File: config.mk
export PLATFORM = sky130hd
export DESIGN_NAME = dispatch
export DESIGN_NICKNAME = d
export VERILOG_FILES = /design/src/rtl/dispatch_pkg.sv /design/src/rtl/dispatch_classify.sv /design/src/rtl/dispatch.sv
export SDC_FILE = /design/constraint.sdc
export NUM_CORES = 1
export LEC_CHECK = 0
export CORE_ASPECT_RATIO = 0.8
export CORE_MARGIN = 4
export CORE_UTILIZATION = 36
export DETAILED_ROUTE_END_ITERATION = 12
export MAX_ROUTING_LAYER = met4
export PLACE_DENSITY_LB_ADDON = 0.15
export SETUP_SLACK_MARGIN = 0.02
export SYNTH_ARGS = -nofsm -noshare
export SYNTH_HDL_FRONTEND = slang
export SYNTH_HIERARCHICAL = 1
export SYNTH_SLANG_ARGS = --single-unit
File: constraint.sdc
create_clock -name clk -period 3.3 [get_ports clk]
set_input_delay 0.33 -clock clk [delete_from_list [all_inputs] [get_ports clk]]
set_output_delay 0.33 -clock clk [all_outputs]
set_load 0.005 [all_outputs]
File: src/rtl/dispatch_pkg.sv
`default_nettype none
// ============================================================================
// Module      : dispatch_pkg
// Description : Shared types and rsop decode constants for the dispatch stage.
// Revision    : 1.0 - initial release
// ============================================================================
package dispatch_pkg;

   typedef enum logic [2:0] {
      CLS_ALU = 3'd0,
      CLS_BR  = 3'd1,
      CLS_LSU = 3'd2,
      CLS_MUL = 3'd3,
      CLS_CSR = 3'd4
   } dispatch_cls_e;

   typedef enum logic [0:0] {
      ST_RUN   = 1'b0,
      ST_DRAIN = 1'b1
   } dispatch_state_e;

   localparam logic [4:0] RSOP_JALR     = 5'b10000;
   localparam logic [4:0] RSOP_GRP_MASK = 5'b11000;
   localparam logic [4:0] RSOP_GRP_MUL  = 5'b11000;
   localparam logic [4:0] RSOP_GRP_BR   = 5'b01000;

   function automatic logic rsop_in_grp(input logic [4:0] rsop, input logic [4:0] grp);
      return (rsop & RSOP_GRP_MASK) == grp;
   endfunction

endpackage
`default_nettype wire

File: src/rtl/dispatch_classify.sv
`default_nettype none
// ============================================================================
// Module      : dispatch_classify
// Description : Combinational issue-target decode from rsop and op flags.
// Revision    : 1.0 - initial release
// ============================================================================
module dispatch_classify
   import dispatch_pkg::*;
(
   input  logic [4:0]    rsop,
   input  logic          uses_memory,
   input  logic          csr_access,
   output dispatch_cls_e cls
);

   always_comb begin
      cls = CLS_ALU;
      if (csr_access) begin
         cls = CLS_CSR;
      end else if (uses_memory) begin
         cls = CLS_LSU;
      end else if (rsop_in_grp(rsop, RSOP_GRP_MUL)) begin
         cls = CLS_MUL;
      end else if ((rsop == RSOP_JALR) || rsop_in_grp(rsop, RSOP_GRP_BR)) begin
         cls = CLS_BR;
      end
   end

endmodule
`default_nettype wire

File: src/rtl/dispatch.sv
`default_nettype none
// ============================================================================
// Module      : dispatch
// Description : Single-slot dispatch from rename to five issue targets with
//               CSR serialization against the ROB head.
// Revision    : 1.0 - initial release
// ============================================================================
module dispatch
   import dispatch_pkg::*;
#(
   parameter int PAYLOAD_W = 96,
   parameter int ROBID_W   = 8
) (
   input  logic                 clk,
   input  logic                 rst,
   input  logic                 rename_valid,
   input  logic [4:0]           rename_rsop,
   input  logic                 rename_uses_memory,
   input  logic                 rename_csr_access,
   input  logic [ROBID_W-1:0]   rename_robid,
   input  logic [PAYLOAD_W-1:0] rename_payload,
   output logic                 dispatch_stall,
   input  logic                 rob_flush,
   input  logic [ROBID_W-1:0]   rob_head_robid,
   input  logic                 alu_full,
   input  logic                 br_full,
   input  logic                 lsu_full,
   input  logic                 mul_full,
   input  logic                 csr_busy,
   output logic                 dispatch_alu_valid,
   output logic                 dispatch_br_valid,
   output logic                 dispatch_lsu_valid,
   output logic                 dispatch_mul_valid,
   output logic                 dispatch_csr_valid,
   output logic [4:0]           dispatch_rsop,
   output logic [ROBID_W-1:0]   dispatch_robid,
   output logic [PAYLOAD_W-1:0] dispatch_payload,
   input  logic                 csr_done
);

   dispatch_cls_e          w_in_cls;
   dispatch_state_e        r_state;
   dispatch_state_e        w_state_nxt;
   logic                   r_slot_valid;
   dispatch_cls_e          r_cls;
   logic [4:0]             r_rsop;
   logic [ROBID_W-1:0]     r_robid;
   logic [PAYLOAD_W-1:0]   r_payload;
   logic                   w_ready;
   logic                   w_fire;
   logic                   w_stall;
   logic                   w_load;

   // Classify on the way in so the registered class drives the strobes.
   dispatch_classify u_classify (
      .rsop        (rename_rsop),
      .uses_memory (rename_uses_memory),
      .csr_access  (rename_csr_access),
      .cls         (w_in_cls)
   );

   always_comb begin
      w_ready = 1'b0;
      case (r_cls)
         CLS_ALU: w_ready = ~alu_full;
         CLS_BR:  w_ready = ~br_full;
         CLS_LSU: w_ready = ~lsu_full;
         CLS_MUL: w_ready = ~mul_full;
         CLS_CSR: w_ready = (rob_head_robid == r_robid) & ~csr_busy;
         default: w_ready = 1'b0;
      endcase
   end

   // Flush wins over an issue that would otherwise happen this cycle.
   always_comb begin
      w_state_nxt = r_state;
      w_fire      = r_slot_valid & (r_state == ST_RUN) & w_ready & ~rob_flush;
      w_stall     = (r_slot_valid & ~w_fire) | (r_state == ST_DRAIN);
      w_load      = rename_valid & ~w_stall & ~rob_flush;
      case (r_state)
         ST_RUN: begin
            if (w_fire && (r_cls == CLS_CSR)) w_state_nxt = ST_DRAIN;
         end
         ST_DRAIN: begin
            if (csr_done || rob_flush) w_state_nxt = ST_RUN;
         end
         default: w_state_nxt = ST_RUN;
      endcase
   end

   always_ff @(posedge clk or posedge rst) begin
      if (rst) begin
         r_state <= ST_RUN;
      end else begin
         r_state <= w_state_nxt;
      end
   end

   always_ff @(posedge clk or posedge rst) begin
      if (rst) begin
         r_slot_valid <= 1'b0;
         r_cls        <= CLS_ALU;
         r_rsop       <= '0;
         r_robid      <= '0;
         r_payload    <= '0;
      end else if (rob_flush) begin
         r_slot_valid <= 1'b0;
      end else if (w_load) begin
         r_slot_valid <= 1'b1;
         r_cls        <= w_in_cls;
         r_rsop       <= rename_rsop;
         r_robid      <= rename_robid;
         r_payload    <= rename_payload;
      end else if (w_fire) begin
         r_slot_valid <= 1'b0;
      end
   end

   assign dispatch_stall     = w_stall;
   assign dispatch_alu_valid = w_fire & (r_cls == CLS_ALU);
   assign dispatch_br_valid  = w_fire & (r_cls == CLS_BR);
   assign dispatch_lsu_valid = w_fire & (r_cls == CLS_LSU);
   assign dispatch_mul_valid = w_fire & (r_cls == CLS_MUL);
   assign dispatch_csr_valid = w_fire & (r_cls == CLS_CSR);
   assign dispatch_rsop      = r_rsop;
   assign dispatch_robid     = r_robid;
   assign dispatch_payload   = r_payload;

endmodule
`default_nettype wire

* Word-level counts from Yosys, hierarchy flattened
Cells that the tools add are included.
Widths: inputs -> output; s select.
** Storage, ports and cells
- Input bits :: 129
- Latch bits :: 0
- Memories kept :: 0
- Memory bits (read-only) :: 0
- Memory bits (writable) :: 0
- Flip-flop bits (word level) :: 114
- Word-level logic and storage cells :: 53
- Output and inout bits :: 115
** Cells by class
- Mux-type cells :: 11
- Shift operators :: 0
- $mul :: 0
- Reductions and logical operators :: 6
- Magnitude comparators :: 0
- Bitwise operators :: 22
- Equality and inequality tests :: 8
- Divide/modulo/power cells :: 0
- Add/sub/neg operators :: 0
** Operators with widths (count)
- $and 1x1->1 :: 12
- $mux 3 :: 3
- $not 1->1 :: 9
- $eq 8x8->1 :: 1
- $eq 3x2->1 const B :: 2
- $mux 1 :: 6
- $eq 5x5->1 const B :: 1
- $pmux 1 s5 :: 1
- $eq 3x1->1 const B :: 1
- $eq 3x3->1 const B :: 1
- $logic_not 3->1 :: 1
- $reduce_bool 3->1 :: 1
- $eq 2x1->1 const B :: 1
- $eq 2x2->1 const B :: 1
- $logic_or 1x1->1 :: 2
- $pmux 1 s2 :: 1
- $reduce_and 2->1 :: 1
- $logic_and 1x1->1 :: 1
- $or 1x1->1 :: 1

* Longest topological paths before layout
- Depth in word-level cells :: 13
- Gate-level depth with buffers :: 8

* Hierarchy
Netlist, hierarchy kept.
** Modules (own cells, without submodules)
- dispatch :: cells an instance 278, instances 1, area each 4795.8 µm², sequential area each 2852.7 µm²
- dispatch_classify :: cells an instance 6, instances 1, area each 42.5 µm², sequential area each 0.0 µm²

* Least setup slack after synthesis
No wires, ideal clock.
- Path type :: flip-flop to flip-flop
- Start :: register r_robid[3], in the netlist dispatch_robid[3]
- End :: register r_payload[15], in the netlist dispatch_payload[15]
- Path slack :: 1132 ps
- Required time :: 3175 ps
- Path buffers :: 2
- Data arrival time :: 2043 ps
- Setup time :: 125 ps
- Stages on the path, launching flop included :: 8
- Clock period less this slack :: 2168 ps
- Path through :: dfrtp_1 -> xor2_1 -> nor4_1 -> nand4_1 -> a311o_1 -> buf_6 -> buf_6 -> mux2_4
** On the way
- Longest elaborated chain between the ends :: 12
** RTL lines
- start, declared :: line dispatch.sv:47 : logic [ROBID_W-1:0] r_robid;
- start signal, assigned :: line dispatch.sv:112 : r_robid <= rename_robid;
- $eq 8x8->1 :: line dispatch.sv:69 : CLS_CSR: w_ready = (rob_head_robid == r_robid) & ~csr_busy;
- $and 1x1->1 :: line dispatch.sv:69
- $pmux 1 s5 :: line dispatch.sv:64 : case (r_cls)
- $and 1x1->1 (2 in series) :: line dispatch.sv:77 : w_fire = r_slot_valid & (r_state == ST_RUN) & w_ready & ~rob_flush;
- $not 1->1 :: line dispatch.sv:78 : w_stall = (r_slot_valid & ~w_fire) | (r_state == ST_DRAIN);
- $and 1x1->1 :: line dispatch.sv:78
- $or 1x1->1 :: line dispatch.sv:78
- $not 1->1 :: line dispatch.sv:79 : w_load = rename_valid & ~w_stall & ~rob_flush;
- $and 1x1->1 (2 in series) :: line dispatch.sv:79
- $reduce_and 2->1 (no line)
- end signal, assigned :: line dispatch.sv:113 : r_payload <= rename_payload;
- end, declared :: line dispatch.sv:48 : logic [PAYLOAD_W-1:0] r_payload;
Every way passes these cells.
A chain may end at the register's enable or synchronous reset.

* Worst setup path after layout
- Start :: register r_cls[0]
- End :: output dispatch_lsu_valid
** On the way
- Longest elaborated chain between the ends :: 5
** RTL lines
- start, declared :: line dispatch.sv:45 : dispatch_cls_e r_cls;
- start signal, assigned :: line dispatch.sv:110 : r_cls <= w_in_cls;
- $eq 3x3->1 (tied with other cells) :: line dispatch.sv:64
- $pmux 1 s5 :: line dispatch.sv:64
- $and 1x1->1 (2 in series) :: line dispatch.sv:77
- $and 1x1->1 * :: line dispatch.sv:122 : assign dispatch_lsu_valid = w_fire & (r_cls == CLS_LSU);
- end, declared :: line dispatch.sv:32 : output logic dispatch_lsu_valid,
Every way passes the cells marked *; elsewhere a longest branch is shown, timed or not.

==> results by group <==
Run status
  • Status: completed

Routing
  • Via density: 4.527
  • Routed wl met3: 1.580 mm
  • DR iter-0 viols: 85
  • Final wirelength: 12.80 mm
  • Top Layer Used: met4
  • Via count: 3,273
  • Met2 wire length: 5.844 mm
  • DRT Pass-1 Iters: 4
  • DRT met1 WL: 5.223 mm
  • Avg WL per Cell: 17.71 um
  • Detailed-route DRC error count: 0
  • Remaining antenna violation count after routing: 0

STA
  • Hold Vio Cnt, Final: 0
  • Slew headroom: 0.4364
  • Time the worst path needs with I/O delays and setup: 2680 ps
  • TNS Setup: 0 ps
  • Worst slew pin tran: 843.7 ps
  • Fin. max-slew vios: 0
  • RSZ-0062 raised after global routing: no
  • Setup Viol. Count Final: 0
  • Clock Skew: 13.74 ps
  • Final period util: 0.8121
  • Highest clock rate: 373.1 MHz

Place
  • Placed instance count: 692
  • Port Buffers: 243
  • DP HPWL: 9.465 mm
  • RD Place Congestion: 0.8100

Clock network
  • Clock sink count: 114
  • Total CTS buffers: 17
  • Skew-Pair Late Insertion Delay: 400 ps
  • CTS tree: done
  • Root cell of the clock tree: clkbuf_16
  • Worst-path clk slew: 50 ps
  • Htree depth: 4
  • Hold buffers post-CTS: 0
  • Resize count post-CTS: 0
  • # Post-CTS Setup Buffers: 0
  • Clk buf depth: 2

Yosys
  • Synth Area in Adders: 0
  • Seq cells post-synth: 114
  • Mux cell area share after synthesis: 0.3269
  • Post-synth EDFFs: 0
  • Xor/xnor share of the synthesized area: 0.01448
  • Synth Warn #: 6
  • Seq/Total Area, Yosys: 0.5896
  • Simple-Gate Fraction of Synth Area: 0.02767
  • Post-synth top cells: dfrtp_1 (114), mux2_4 (80), mux2_2 (32)
  • Largest family of logic cells by synthesized area: multiplexers
  • Syn_area_per_cell: 17.04 um^2
  • Cells after Synth: 284
  • Post-synthesis async set-or-reset flop share: 1.000
  • Synth cell types: 28
  • Yosys top cell area share: 0.5896
  • Most used DFF post-synth: dfrtp_1
  • Most common cell in the synthesized netlist: dfrtp_1
  • Synth Net Count: 413
  • Synth top area cells: dfrtp_1 (59%), mux2_4 (25%), mux2_2 (7.4%)
  • Post-synthesis cell area: 4838 um^2
  • Synth Area in Compound Gates: 0.01164
  • Synth area leader: dfrtp_1

Floorplan
  • Initial core utilization: 0.3719
  • Core area: 13,010 um^2
  • Die width: 137.6 um
  • Die area: 15,370 um^2
  • Die Ht: 111.7 um
  • Io pins: 244
  • Rows: 37

Worst hold path
  • Min-Delay Path Class: in -> async

Setup path
  • Worst Setup Start Kind: flip-flop
  • Terminus of the critical flop-to-flop path: dispatch_payload[0]
  • WS Path Type: reg -> out
  • Worst path depth: 5
  • Termination of the worst setup path: dispatch_lsu_valid
  • FF-to-FF path depth: 6
  • CP Cell Sequence: mux2i_1 > a22oi_1 > nand2b_1 > nor3b_1 > clkdlybuf4s50_1
  • Critical Path Source: r_cls[0]
  • Crit Path Max Fanout: 9
  • Critical path required time: 2970 ps
  • FF-to-FF setup slack: 690 ps
  • RR Startpoint: r_cls[0]
  • Worst path top cell family by delay: buffers and inverters
  • WP buf/inv: 1
  • CP max stage cell: clkdlybuf4s50_1
  • Slowest cell delay on critical path: 550 ps
  • Worst setup EP type: output port
  • Worst EP arrival: 2350 ps

Global route
  • First-pass GRT wire length: 19.67 mm
  • Total grt overflow: 0
  • Vias in the first global route: 3,579
  • Total track usage: 0.1725
  • Pin count of the biggest net entering global routing: 47
  • Antenna violations before repair: 0

Finish
  • Storage cell area: 2853 um^2
  • Final Non-Filler Cells: 723
  • Fin util: 0.6203
  • Multi-input logic area: 1843 um^2
  • Layout cells sized above 1: 0.2701
  • Layout Area Growth over Synthesis: 66.77%
  • FILL cells: 976
  • Ant. Diodes: 0
  • Nets: 665

Pwr
  • Total Power: 0.005220 W
  • Worst vdd ir: 0.0003603 V
  • Leak: 3.619 nW
  • PwrDens: 647.0 nW/um^2

Run
  • Max_cap viols: 0
==> worst reg2reg max path, delay by kind of cell, from the launching register on <==
kind | cells | cell delay (ps)
mux | 2 | 530
compound gates | 2 | 800
buf+inv | 1 | 380
simple gates | 1 | 260
flops | 1 | 540
==> cell usage in the layout (no fill, tap or decap), drive strengths merged, types with 2 or more instances in the layout <==
| cell | netlist | layout |
|---|---|---|
| clkinvlp | 0 | 2 |
| buf | 14 | 5 |
| nor3 | 2 | 2 |
| clkbuf | 1 | 22 |
| xor2 | 8 | 8 |
| clkdlybuf4s50 | 0 | 243 |
| nand3 | 2 | 2 |
| mux2 | 112 | 112 |
| dfrtp | 114 | 114 |
| a21oi | 2 | 2 |
| nand2 | 3 | 3 |
| bufinv | 0 | 4 |
| and4b | 2 | 2 |
| mux2i | 2 | 2 |
| nand2b | 2 | 2 |
| inv | 3 | 2 |
| nor4 | 2 | 2 |
| nor3b | 2 | 2 |
| clkinv | 0 | 4 |
| nor2 | 4 | 4 |
==> per-stage QoR <==
stage / hold slack (ps) / worst slack [ps] / area, um^2
2_1_floorplan: 396.2 / 1132 / 4842
3_5_place_dp: 491.3 / 413.8 / 7450
6_report: 465.3 / 619.9 / 8069
4_1_cts: 484.1 / 566.4 / 8069
3_3_place_gp: 487.9 / 453.3 / 7450
5_1_grt: 505.4 / 400.0 / 8069
==> worst min path at each step <==
| stage | from | end | slack [ps] | cells after the start |
|---|---|---|---|---|
| 2_1_floorplan | rob_flush | r_slot_valid | 400 | 1 |
| 3_3_place_gp | dispatch_payload[11] | dispatch_payload[11] | 490 | 1 |
| 3_5_place_dp | dispatch_payload[7] | dispatch_payload[7] | 490 | 1 |
| 4_1_cts | rst | dispatch_payload[14] | 480 | 2 |
| 5_1_grt | csr_done | r_state | 510 | 2 |
| 6_report | rst | dispatch_payload[68] | 470 | 2 |
==> power by group <==
| group | switching [W] | internal, W | leakage [nW] |
|---|---|---|---|
| combinational | 0.000376 | 0.00102 | 1.97 |
| sequential | 0.000195 | 0.00170 | 1.35 |
| clock | 0.000623 | 0.00130 | 0.300 |
| total | 0.00119 | 0.00403 | 3.62 |
==> cell families after synthesis <==
group,Yosys count
buffers and inverters,18
AO/OA/AOI/OAI,8
multiplexers,114
flip-flops,114
XOR/XNOR,8
AND/OR/NAND/NOR,22
==> final cells by class <==
cell class	count	area share
Sequential cell	114	0.3535
Multi-Input combinational cell	152	0.2284
Tap cell	175	0.02714
Clock buffer	22	0.05753
Timing Repair Buffer	248	0.3123
Inverter	3	0.001861
Clock inverter	9	0.01923
==> metal layers <==
metal | vias up | track usage
met5 | - | -
met4 | 0 | 0.05386
met3 | 12 | 0.08175
met2 | 165 | 0.2539
met1 | 1592 | 0.2099
li1 | 1504 | -
==> registers in the layout, indices dropped and copies added (netlist names) <==
name and cells:
dispatch_payload 96, r_cls 3, r_slot_valid 1, r_state 1, dispatch_robid 8, dispatch_rsop 5
No activity file was read; power rests on OpenSTA's default activity.
==> RTL change 1: new RTL, config.mk and constraints unchanged <==
Reset style: synchronous (`rst`), changed in 2 clocked blocks.
--- a/src/rtl/dispatch.sv
+++ b/src/rtl/dispatch.sv
@@ -88,7 +88,7 @@
       endcase
    end
 
-   always_ff @(posedge clk or posedge rst) begin
+   always_ff @(posedge clk) begin
       if (rst) begin
          r_state <= ST_RUN;
       end else begin
@@ -96,7 +96,7 @@
       end
    end
 
-   always_ff @(posedge clk or posedge rst) begin
+   always_ff @(posedge clk) begin
       if (rst) begin
          r_slot_valid <= 1'b0;
          r_cls        <= CLS_ALU;
Function: differs if rst is asserted again (counterexample within 4 cycles, from zero or initial values and one cycle with rst high); with rst held inactive, the same outputs for 4 cycles.
==> RTL change 1 against the original RTL <==
  * Routed wire length is 9.8% higher
  * Clock skew decreased by 0.0047 ns
  * Synthesized area is 0.26% lower
  * Synthesized cell count is 86% higher
  * Final area shrank 0.90%
  * Sequential cell count did not move
  * Worst setup slack lost 0.44 ns
Power is not compared: it rests on default switching activity, and its combinational part moved more than twofold at a synthesized area within 25%.
==> RTL change 1: results (changes against the original RTL) <==
Setup WS pre-CTS: 0.139 ns (-0.275 ns)
Post-synth top cells: 221 x nand2_1, 114 x dfxtp_1, 111 x mux2i_1
Synth cell types: 35 (+25%)
GR Util met1: 21.6% (+0.57 points)
Routed wire length per instance: 14.7 um (-17%)
Status: finished, final reports clean
Routability cong.: 0.771 (-4.8%)
Total GRT Usage: 18.5% (+1.2 points)
Synth top area cells: dfxtp_1 47%, mux2i_1 23%, nand2_1 17%, buf_8 2.8%, clkbuf_1 1.9%
Grt met2 use: 29.0% (+3.6 points)
RR Endpoint: dispatch_payload[50]
Non-clock buffering overhead in the final layout: 32.5% (+1.3 points)
Area of the multi-input gates: 0.00227 sq mm (+23%)
Syn Inst Count: 528 (+86%)
Crit path largest cell delay: 0.57 ns (+0.02 ns)
WL met3: 1230 um (-22%)
Mapped Area: 0.00483 sq mm (-0.26%)
Worst EP arrival: 2.79 ns (+0.44 ns)
Placed cell areas: 0.00739 sq mm (-0.76%)
Share of cells above drive strength 1: 6.91% (-20 points)
Max-slew headroom: 50.4% (+6.8 points)
DR iter-0 viols: 176 (+110%)
Detail Placement HPWL: 10,600 um (+12%)
Flop2flop setup slack: 0.60 ns (-0.09 ns)
Final net count: 898 (+35%)
M3 GR Usage: 6.32% (-1.9 points)
Largest net degree at the start of global routing: 112 (+140%)
Skew final: 0.00902 ns (-0.00472 ns)
DR pass1 iterations: 7 (+3)
P&R area growth vs syn: 65.7%
Clock buf count: 21 (-4.5%)
Seq/total area: 28.5% (-6.8 points)
RTL change 1: cell count changes after synthesis, sizes merged, moves of 23 or more:
cell / before / now
clkbuf: 1 / 24
dfrtp: 114 / 0
dfxtp: 0 / 114
mux2: 112 / 0
mux2i: 2 / 111
nand2: 3 / 221
RTL change 1: cell families after synthesis:
group / Yosys count / synth area share (%)
AND/OR/NAND/NOR: 243 / 20.3
XOR/XNOR: 8 / 1.45
flip-flops: 114 / 47.3
buffers and inverters: 40 / 5.60
multiplexers: 112 / 23.5
AO/OA/AOI/OAI: 11 / 1.89
RTL change 1: how the worst max path moves through the flow:
stage                         start              endpoint  slack, ns  cells after the start
after floorplan           rob_flush   dispatch_payload[0]       0.88                      7
after detailed placement  rob_flush  dispatch_payload[50]       0.14                      7
after global routing      rob_flush        dispatch_stall       0.12                      6
after CTS                 rob_flush        dispatch_stall       0.22                      6
after global placement    rob_flush  dispatch_payload[81]       0.26                      7
final                     rob_flush        dispatch_stall       0.18                      6
==> RTL change 2: new RTL, config.mk and constraints unchanged <==
Without the edit above. `ROBID_W`: 8 -> 7.
--- a/src/rtl/dispatch.sv
+++ b/src/rtl/dispatch.sv
@@ -9,7 +9,7 @@
    import dispatch_pkg::*;
 #(
    parameter int PAYLOAD_W = 96,
-   parameter int ROBID_W   = 8
+   parameter int ROBID_W   = 7
 ) (
    input  logic                 clk,
    input  logic                 rst,
Interface: changed (resized dispatch_robid, rename_robid and rob_head_robid); port bits go from 244 to 241. No check against the original RTL was run, so the function may have changed too.
==> RTL change 2 against the original RTL <==
  * Worst setup slack got worse by 0.34 ns
  * Synthesized area rose by 28%
  * First-iteration DRC count grew to 7.2 times the old value
  * Core utilization fell by 6.5 points
  * Sequential cell count decreased by 1
  * Cell count rose by 54%
  * Clock skew down 0.0045 ns
  * Sequential share of layout area decreased by 4.8 points
  * Routed wire length is 76% higher
  * Hold slack got worse by 0.025 ns
  * Total power up 25%
  * Final area rose by 15%
  * Critical path type unchanged
  * Highest routed layer unchanged
==> RTL change 2: results (changes against the original RTL) <==
Flop2flop setup slack: 0.86 ns (+0.17 ns)
Post-synth top cells: 271 x nand3_1, 113 x dfrtp_1, 58 x a22oi_1
Detail Placement HPWL: 14,400 um (+52%)
M1 WL: 10,000 um (+92%)
Crit path largest cell delay: 0.54 ns
Worst Max-Slew Pin Slew: 0.864 ns (+0.0205 ns)
Share of cells above drive strength 1: 7.96% (-19 points)
DR iter-0 viols: 611 (+620%)
Fillers: 1,475 (+51%)
Status: finished, final reports clean
CP delay by family, top: simple AND/OR/NAND/NOR gates
Worst Path Max Fanout: 18 (+9)
Synth cell types: 31 (+11%)
First-pass GRT wire length: 36,300 um (+85%)
DR pass1 iterations: 5 (+1)
Tcrit/Tclk final: 91.6% (+10 points)
WL met3: 1720 um (+8.9%)
Fin cells: 1,112 (+54%)
Met2 WL: 10,600 um (+81%)
Largest net degree at the start of global routing: 114 (+140%)
Setup WS pre-CTS: 0.530 ns (+0.116 ns)
GR Util met1: 31.7% (+11 points)
Vias in the first global route: 6,725 (+88%)
Routed wire length per instance: 20.3 um (+15%)
Top Metal Used: met4
Synth top area cells: dfrtp_1 46%, nand3_1 22%, a32oi_1 7.2%, a22oi_1 7.0%, nand4_1 5.4%
Skew final: 0.00920 ns (-0.00453 ns)
Ys async rst share: 100% (unchanged)
Syn Inst Count: 689 (+140%)
Routability cong.: 0.817 (+0.84%)
Seq/Total Area, Yosys: 45.6% (-13 points)
Worst EP arrival: 2.69 ns (+0.34 ns)
Leak Pwr: 3.39 nW (-6.2%)
Port Buf Inserts: 240 (-1.2%)
Synth Net Count: 816 (+98%)
Final net count: 1,006 (+51%)
M3 GR Usage: 5.66% (-2.5 points)
Grt met2 use: 34.8% (+9.4 points)
Total GRT Usage: 23.3% (+6.0 points)
-- RTL change 2: cell count changes after synthesis, sizes merged, moves of 6 or more --
cell	before	now
xnor2	0	7
a22oi	1	58
xor2	8	0
a32oi	0	51
nand4	1	53
mux2	112	0
o21ai	1	7
nand3	2	281
clkbuf	1	54
buf	14	32
-- RTL change 2: path summary, 6_finish.rpt --
check	from	endpoint
max in group asynchronous	rst	r_slot_valid
setup reg to reg	r_cls[1]	dispatch_payload[27]
hold / removal	rst	dispatch_payload[26]
setup / recovery	r_cls[1]	dispatch_lsu_valid
hold reg to reg	dispatch_payload[47]	dispatch_payload[47]
min in group clk	csr_done	r_state
-- RTL change 2: layout make-up --
| cell class | instances | share of cell area, % |
|---|---|---|
| flip-flops and latches | 113 | 30.5 |
| clock inverters | 12 | 1.20 |
| clock buffers | 20 | 4.92 |
| inverters | 3 | 0.162 |
| well taps | 220 | 2.97 |
| repair buffers | 257 | 27.8 |
| multi-input cells | 487 | 32.4 |
-- RTL change 2: report_power, final --
part	internal, mW	total [mW]	switching (mW)
Combinational	1.41	2.45	1.04
Clock	1.07	1.75	0.681
Sequential	1.87	2.34	0.471
Total	4.35	6.54	2.19
-- RTL change 2: per-stage QoR --
stage	cell area, sq um	hold WS [ns]
CTS	9280	0.478
floorplan	6200	0.393
finish	9280	0.441
global route	9280	0.480
global placement	8710	0.503
detailed placement	8710	0.514
-- RTL change 2: cells by family after synthesis --
kind of cell / after synthesis / share of synthesized area (%)
simple gates: 357 / 31.0
xor+xnor: 7 / 0.990
compound gates: 121 / 15.5
buf+inv: 89 / 6.34
mux: 2 / 0.525
flops: 113 / 45.6
-- RTL change 2: tightest hold or removal path, delay by kind of cell --
kind / cells / cell delay [ns]
buf+inv: 3 / 1.00
